--- src/rtl/ext_mem_host.sv ---
// Host-side initiator for the CPU external memory ports.
// Loads IMEM/DMEM from a word stream, runs the CPU for a fixed number of
// cycles, and dumps DMEM back out one word at a time. Memory access and CPU
// execution never overlap because a single FSM owns every strobe.
//
// state       | meaning
// ------------+-----------------------------------------------------------
// S_IDLE      | cmd_ready high, waiting for a command
// S_LOAD      | accepting din words, one write strobe per accepted word
// S_RUN       | cpu_enable high, counting down the run length
// S_DUMP_RD   | dmem_ren high for one cycle at the current word address
// S_DUMP_WAIT | waiting RD_LAT cycles from the read strobe for dmem_rdata
// S_DUMP_OUT  | dout_valid high, dout_data held until dout_ready
module ext_mem_host #(
  parameter int unsigned ADDR_STEP = 4,
  parameter int unsigned CNT_W     = 16,
  parameter int unsigned RD_LAT    = 1
) (
  input  logic             clk,
  input  logic             arst,
  input  logic             cmd_valid,
  output logic             cmd_ready,
  input  logic [1:0]       cmd_op,
  input  logic [31:0]      cmd_base,
  input  logic [CNT_W-1:0] cmd_count,
  input  logic             abort,
  input  logic             din_valid,
  output logic             din_ready,
  input  logic [31:0]      din_data,
  output logic             dout_valid,
  input  logic             dout_ready,
  output logic [31:0]      dout_data,
  output logic             busy,
  output logic             done,
  output logic [31:0]      imem_addr,
  output logic             imem_wen,
  output logic             imem_ren,
  output logic [31:0]      imem_wdata,
  output logic [31:0]      dmem_addr,
  output logic             dmem_wen,
  output logic             dmem_ren,
  output logic [31:0]      dmem_wdata,
  input  logic [31:0]      dmem_rdata,
  output logic             cpu_enable
);

  typedef enum logic [2:0] {
    S_IDLE,
    S_LOAD,
    S_RUN,
    S_DUMP_RD,
    S_DUMP_WAIT,
    S_DUMP_OUT
  } state_t;

  // Latency counter only needs to hold RD_LAT-1.
  localparam int unsigned      LAT_W    = (RD_LAT > 1) ? $clog2(RD_LAT) : 1;
  localparam logic [LAT_W-1:0] LAT_INIT = LAT_W'(RD_LAT - 1);
  localparam logic [LAT_W-1:0] LAT_ONE  = LAT_W'(1);
  localparam logic [CNT_W-1:0] CNT_ONE  = CNT_W'(1);
  localparam logic [31:0]      STEP     = 32'(ADDR_STEP);

  localparam logic [1:0] OP_LOAD_I = 2'd0;
  localparam logic [1:0] OP_LOAD_D = 2'd1;
  localparam logic [1:0] OP_RUN    = 2'd2;

  state_t           state;
  logic             op_dmem;   // load target: 1 = DMEM, 0 = IMEM
  logic [31:0]      addr_q;    // address of the next word to touch
  logic [CNT_W-1:0] remain_q;  // words (or run cycles) still to go
  logic [LAT_W-1:0] lat_q;     // read-latency down-counter

  // The host never reads instruction memory.
  assign imem_ren = 1'b0;

  // Command sequencer: owns every strobe so at most one is ever active.
  always_ff @(posedge clk or posedge arst) begin
    if (arst) begin
      state      <= S_IDLE;
      op_dmem    <= 1'b0;
      addr_q     <= '0;
      remain_q   <= '0;
      lat_q      <= '0;
      cmd_ready  <= 1'b0;
      din_ready  <= 1'b0;
      dout_valid <= 1'b0;
      dout_data  <= '0;
      busy       <= 1'b0;
      done       <= 1'b0;
      imem_addr  <= '0;
      imem_wen   <= 1'b0;
      imem_wdata <= '0;
      dmem_addr  <= '0;
      dmem_wen   <= 1'b0;
      dmem_ren   <= 1'b0;
      dmem_wdata <= '0;
      cpu_enable <= 1'b0;
    end else begin
      // Strobes and done are single-cycle unless re-asserted below.
      done     <= 1'b0;
      imem_wen <= 1'b0;
      dmem_wen <= 1'b0;
      dmem_ren <= 1'b0;

      if (busy && abort) begin
        // Abort wins over any handshake in the same cycle, so a word
        // accepted alongside abort never produces a write strobe.
        state      <= S_IDLE;
        busy       <= 1'b0;
        cmd_ready  <= 1'b1;
        din_ready  <= 1'b0;
        dout_valid <= 1'b0;
        cpu_enable <= 1'b0;
      end else begin
        case (state)
          S_IDLE: begin
            cmd_ready <= 1'b1;
            if (cmd_valid && cmd_ready) begin
              addr_q   <= cmd_base;
              remain_q <= cmd_count;
              op_dmem  <= (cmd_op == OP_LOAD_D);
              if (cmd_count == '0) begin
                // Empty command: acknowledge without touching the bus.
                done <= 1'b1;
              end else begin
                busy      <= 1'b1;
                cmd_ready <= 1'b0;
                case (cmd_op)
                  OP_LOAD_I, OP_LOAD_D: begin
                    state     <= S_LOAD;
                    din_ready <= 1'b1;
                  end
                  OP_RUN: begin
                    state      <= S_RUN;
                    cpu_enable <= 1'b1;
                  end
                  default: begin
                    state     <= S_DUMP_RD;
                    dmem_ren  <= 1'b1;
                    dmem_addr <= cmd_base;
                  end
                endcase
              end
            end
          end

          S_LOAD: begin
            if (din_valid && din_ready) begin
              addr_q   <= addr_q + STEP;
              remain_q <= remain_q - CNT_ONE;
              if (op_dmem) begin
                dmem_wen   <= 1'b1;
                dmem_addr  <= addr_q;
                dmem_wdata <= din_data;
              end else begin
                imem_wen   <= 1'b1;
                imem_addr  <= addr_q;
                imem_wdata <= din_data;
              end
              if (remain_q == CNT_ONE) begin
                // done lines up with the final write strobe.
                din_ready <= 1'b0;
                done      <= 1'b1;
                busy      <= 1'b0;
                cmd_ready <= 1'b1;
                state     <= S_IDLE;
              end
            end
          end

          S_RUN: begin
            if (remain_q == CNT_ONE) begin
              cpu_enable <= 1'b0;
              done       <= 1'b1;
              busy       <= 1'b0;
              cmd_ready  <= 1'b1;
              state      <= S_IDLE;
            end else begin
              remain_q <= remain_q - CNT_ONE;
            end
          end

          S_DUMP_RD: begin
            // dmem_ren was raised on entry; it drops here automatically.
            addr_q <= addr_q + STEP;
            lat_q  <= LAT_INIT;
            state  <= S_DUMP_WAIT;
          end

          S_DUMP_WAIT: begin
            if (lat_q == '0) begin
              dout_data  <= dmem_rdata;
              dout_valid <= 1'b1;
              state      <= S_DUMP_OUT;
            end else begin
              lat_q <= lat_q - LAT_ONE;
            end
          end

          S_DUMP_OUT: begin
            if (dout_ready) begin
              dout_valid <= 1'b0;
              remain_q   <= remain_q - CNT_ONE;
              if (remain_q == CNT_ONE) begin
                done      <= 1'b1;
                busy      <= 1'b0;
                cmd_ready <= 1'b1;
                state     <= S_IDLE;
              end else begin
                dmem_ren  <= 1'b1;
                dmem_addr <= addr_q;
                state     <= S_DUMP_RD;
              end
            end
          end

          default: begin
            state <= S_IDLE;
          end
        endcase
      end
    end
  end

endmodule

--- config.mk ---
export PLATFORM = sky130hd
export DESIGN_NAME = ext_mem_host
export DESIGN_NICKNAME = d
export VERILOG_FILES = /design/src/rtl/ext_mem_host.sv
export SDC_FILE = /design/constraint.sdc
export NUM_CORES = 1
export LEC_CHECK = 0
export ABC_AREA = 1
export ABC_CLOCK_PERIOD_IN_PS = 10500
export BUFFER_PORTS_ARGS = -buffer_cell sky130_fd_sc_hd__clkbuf_2
export CORE_MARGIN = 4
export CORE_UTILIZATION = 53
export DETAILED_ROUTE_END_ITERATION = 7
export GPL_TIMING_DRIVEN = 0
export PLACE_DENSITY_LB_ADDON = 0.05
export SYNTH_ARGS = -nofsm -noshare
export SYNTH_HDL_FRONTEND = slang
export SYNTH_SLANG_ARGS = --single-unit
--- constraint.sdc ---
create_clock -name clk -period 10.5 [get_ports clk]
set_clock_uncertainty 0.15 [all_clocks]
set_input_delay 2.1 -clock clk [delete_from_list [all_inputs] [get_ports clk]]
set_output_delay 2.1 -clock clk [all_outputs]
set_load 0.02 [all_outputs]
# Word-level counts from Yosys, hierarchy flattened

Cells that the tools add are included.

Memory bits (read-only): 0
Output and inout bits: 170
Memories: 0
Register bits: 222
Word-level logic and storage cells: 159
Memory bits (writable): 0
Bits in latches: 0
Input port bits: 120

Equal/unequal tests: 25
Shift operators: 0
Order comparisons: 0
Reduce and logical (&&, ||, !) cells: 30
Div/mod/pow operators: 0
$add $sub $neg: 3
Mux-type cells: 79
Bitwise logic cells: 3
Multiply operators: 0

Operator list:

| cell                                                | number |
|---|---|
| 2-to-1 mux 32 bit                                   | 9 |
| one-hot mux 32 bit (3 select lines)                 | 2 |
| 2-to-1 mux 16 bit                                   | 4 |
| one-hot mux 16 bit (4 select lines)                 | 1 |
| 2-to-1 mux 1 bit                                    | 45 |
| adder 32 x 3 -> 32 bit (second input constant)      | 1 |
| 2-to-1 mux 3 bit                                    | 7 |
| != test 3 bit (second input constant)               | 7 |
| one-hot mux 3 bit (6 select lines)                  | 1 |
| == test 16 x 1 -> 1 bit (second input constant)     | 1 |
| zero test 16 bit                                    | 1 |
| != test 2 bit (second input constant)               | 8 |
| subtractor 16 x 1 -> 16 bit (second input constant) | 1 |
| AND reduction 5 bit                                 | 3 |
| nonzero test 3 bit                                  | 5 |
| one-hot mux 1 bit (4 select lines)                  | 3 |
| AND reduction 3 bit                                 | 4 |
| AND reduction 4 bit                                 | 3 |
| AND reduction 6 bit                                 | 2 |
| one-hot mux 1 bit (2 select lines)                  | 5 |
| AND reduction 9 bit                                 | 1 |
| == test 3 x 2 -> 1 bit (second input constant)      | 2 |
| == test 3 bit (second input constant)               | 2 |
| != test 3 x 2 -> 1 bit (second input constant)      | 2 |
| 16 further kinds                                    | 20 |

# Depth between registers and ports, before layout

Word-level depth: 7
Depth in mapped cells: 11
Mapped depth without buffers: 11

# Worst setup path before layout

OpenSTA, ideal clock, no wires.

Kind: input to register
Start: input abort
End: register remain_q[10]
Setup time: 0.065 ns
Slack: 7.120 ns
Data required time: 10.285 ns
Data arrival time: 3.165 ns
Stages on the path: 9
Buffers on the path: 2
Cell sequence: nand2_1 -> inv_1 -> buf_2 -> nor2_1 -> nand4_1 -> nor2_2 -> buf_2 -> nand3_1 -> nand2_1

Cells in the longest elaborated chain, start to end: 3

RTL lines:

| element                       | line | RTL |
|---|---|---|
| start: declaration            | 26   | `input logic abort,` |
| logical AND 1 bit             | 105  | `if (busy && abort) begin` |
| inverter 1 bit (no line)      | -    |  |
| AND reduction 6 bit (no line) | -    |  |
| end signal: assignment        | 120  | `remain_q <= cmd_count;` |
| end signal: assignment        | 150  | `remain_q <= remain_q - CNT_ONE;` |
| end signal: assignment        | 179  | `remain_q <= remain_q - CNT_ONE;` |
| end: declaration              | 70   | `logic [CNT_W-1:0] remain_q;` |

No other way between the ends.
A chain may end at the register's enable or synchronous reset.

# Worst setup path after layout

Start: input abort
End: register dmem_addr[2]

Cells in the longest elaborated chain, start to end: 3

RTL lines:

| element                       | line | RTL |
|---|---|---|
| logical AND 1 bit             | 105  |  |
| inverter 1 bit (no line)      | -    |  |
| AND reduction 9 bit (no line) | -    |  |
| end signal: assignment        | 140  | `dmem_addr <= cmd_base;` |
| end signal: assignment        | 153  | `dmem_addr <= addr_q;` |
| end signal: assignment        | 211  | `dmem_addr <= addr_q;` |
| end: declaration              | 39   | `output logic [31:0] dmem_addr,` |

No other way between the ends.

==> summary.txt <==
Clock tree
  • CTS Sinks: 221
  • Cts hold-fix bufs: 0
  • Max H-tree Level: 1
  • Post-CTS Resized: 0
  • CTS Buf Count: 25
  • Post-CTS setup buffer count: 0
  • CTS tree: done
  • CTS max path bufs: 3
  • Clock root cell: clkbuf_16
  • Clock Pin Slew Worst Setup and Hold Paths: 0.06 ns
  • Clock insertion delay at the later pin of the skew report: 0.51 ns

Synthesis
  • Post-synthesis sequential area ratio: 50.9%
  • Post-synth EDFFs: 0
  • Synth Flop Type: dfrtp_1
  • Cells after synthesis: 1,394
  • Seq cells post-synth: 221
  • Async S/R FF share, synth: 100%
  • Syn_area_per_cell: 7.79 um^2
  • Synth warn: 0
  • Post-synthesis net count: 1,517
  • Synth cell types: 31
  • Synth Cell Area: 10,900 um^2

Routing
  • First-pass DRT Iterations: 6
  • Drt total wl: 33.2 mm
  • Routed Antenna Nets: 0
  • Initial DRC count: 764
  • Via count: 10,506
  • Drt wl/cell: 16.6 um
  • Via density per instance: 5.25
  • Remaining DRCs: 0

Power
  • Internal: 0.00247 W
  • P_sw: 0.00212 W
  • Pwr/cell area: 341 nW/um^2
  • Total chip power: 0.00459 W
  • Worst VDD drop: 161 uV
  • Switching Share: 46.1%
  • Leakage: 7.25 nW
  • Clock network power share: 18.2%
  • Seq pwr share: 33.0%
  • Logic gate share of total power: 48.8%

Floorplan
  • Die area: 22,900 um^2
  • IO Pins: 290
  • Die Y: 151 um
  • Die Wd: 151 um
  • Initial Util: 53.9%
  • Site Rows: 52
  • Core area: 20,200 um^2

STA
  • Hold Fails Final Rpt: 0
  • Measured slew at the worst slew-check pin: 0.723 ns
  • Final Worst Setup Slack: 7.04 ns
  • Max-slew headroom at the worst pin: 51.8%
  • Final min period: 3.46 ns
  • RSZ-0062 raised after global routing: false
  • Fin. max-slew vios: 0
  • Final setup violating endpoints: 0
  • Max Freq: 289 MHz
  • Fin crit share: 33.0%

Placement
  • Port Buf Inserts: 288
  • DP HPWL: 25.0 mm
  • GPL Wtd Cong: 0.946
  • DP Worst Slack: 6.54 ns

Worst setup path
  • Worst EP arrival: 3.70 ns
  • CP required: 10.74 ns
  • CP max FO: 10
  • Max stage delay cell, worst path: nand2_1
  • Critical Path, Cell by Cell: clkbuf_2 -> nand2_1 -> inv_1 -> nor2_1 -> nand3_1 -> nor2_4 -> nand3_2 -> buf_4 -> nand2_1 -> nand2_1
  • CP dominant cell by count: nand2_1
  • Crit path kind: input pin to register
  • Setup crit start kind: input pin
  • CP endpoint kind: register
  • Max incr delay on CP: 0.28 ns

Global routing
  • Initial antenna violation count: 3
  • Largest net degree at the start of global routing: 119
  • Global-route wire length before repair: 51.4 mm
  • Global route overflow: 0
  • Vias in the first global route: 9,876
  • Total GRT Usage: 28.4%

Cells and area
  • Nets@finish: 1,833
  • Commonest non-fill, non-tap cell in the layout: nand2_1
  • Area added between synthesis and finish: 23.9%
  • Share of cells above drive strength 1: 24.6%
  • Most frequent cells in the layout: nand2_1 (471), clkbuf_2 (288), dfrtp_1 (221)

Run
  • Number of max-cap violations: 0

Outcome
  • Outcome: complete, no violations

Worst hold path
  • Hold crit path type: register to register
[synthesized netlist by cell type, types with 4 or more instances]
| master | n | area share [%] |
|---|---|---|
| o211ai_1 | 4 | 0.28 |
| a21oi_1 | 10 | 0.46 |
| a31oi_1 | 6 | 0.35 |
| buf_4 | 4 | 0.28 |
| buf_2 | 27 | 1.2 |
| or2_2 | 14 | 0.81 |
| mux2_2 | 32 | 3.3 |
| nand3_1 | 78 | 3.6 |
| nor2_1 | 137 | 4.7 |
| nand2_2 | 4 | 0.23 |
| xor2_1 | 8 | 0.64 |
| dfrtp_1 | 221 | 51 |
| nand4_1 | 40 | 2.3 |
| clkbuf_1 | 31 | 1.1 |
| inv_2 | 6 | 0.21 |
| nand2_1 | 471 | 16 |
| inv_1 | 112 | 3.9 |
| o21ai_0 | 164 | 7.6 |
[cells by family (layout without fill, tap and decap cells)]
group | after synthesis | after routing | synth area share, %
simple gates | 758 | 758 | 29.0
flops | 221 | 221 | 50.9
compound gates | 189 | 189 | 8.91
buf+inv | 182 | 515 | 6.87
mux | 32 | 32 | 3.32
xor+xnor | 8 | 8 | 0.645
fa+ha+maj | 3 | 3 | 0.345
other cells | 1 | 4 | 0.0345
[layer usage]
layer / wire [um] / up-vias / share of wire [%] / GRT usage, %
met5: 0 / - / 0 / 0
met4: 1100 / 0 / 3.3 / 9.84
met3: 2720 / 72 / 8.2 / 4.76
met2: 15400 / 437 / 46 / 46.4
met1: 13900 / 4892 / 42 / 38.5
li1: - / 5105 / - / -
[worst paths after layout]
| kind | from | end | slack (ns) | depth (start not counted) |
|---|---|---|---|---|
| worst min-delay path | dmem_addr[23] | dmem_addr[23] | 0.32 | 2 |
| worst min register to register | dmem_addr[23] | dmem_addr[23] | 0.32 | 2 |
| max in group asynchronous | arst | dmem_addr[23] | 7.60 | 3 |
| worst max-delay path | abort | dmem_addr[2] | 7.04 | 10 |
| min in group asynchronous | arst | dmem_addr[1] | 1.57 | 2 |
| worst max register to register | remain_q[8] | dmem_addr[2] | 7.91 | 8 |
[power groups by stage]
stage	registers, W	clock network, W	logic (W)
6_report	0.00151	0.000835	0.00224
5_1_grt	0.00156	0.000880	0.00250
4_1_cts	0.00151	0.000844	0.00225
3_5_place_dp	0.00152	0	0.00223
3_3_place_gp	0.00151	0	0.00219
2_1_floorplan	0.00183	0	0.00117
[stage by stage]
step / std cells / instance area, um^2 / util, % / setup TNS [ns] / hold slack (ns)
after floorplan: 1394 / 10900 / - / 0 / 0.321
after global placement: 1952 / 12600 / 62.7 / -64.88 / 0.304
after detailed placement: 1953 / 12700 / 62.9 / 0 / 0.308
after CTS: 1997 / 13500 / 66.7 / 0 / 0.323
after global routing: 2000 / 13500 / 66.8 / 0 / 0.343
final: 2000 / 13500 / 66.8 / 0 / 0.321
[layout make-up]
cell class              instances  area (um^2)
fillers                      1802         6710
flip-flops and latches        221         5530
multi-input cells             991         4590
repair buffers                289         1470
clock buffers                  37          711
inverters                     118          450
well taps                     270          338
plain buffers                  64          304
clock inverters                 7         66.3
diodes                          3         7.51
[sequential cells by signal (all words and copies together) (netlist names), 3 cells and up]
register	flops
remain_q	16
imem_wdata	32
addr_q	32
state	3
imem_addr	32
dout_data	32
dmem_wdata	32
dmem_addr	32
[critical path, delay by kind of cell]
family        cells  cell delay, ns
buf+inv           3            0.44
simple gates      7            1.16
No activity file was read; power rests on OpenSTA's default activity.
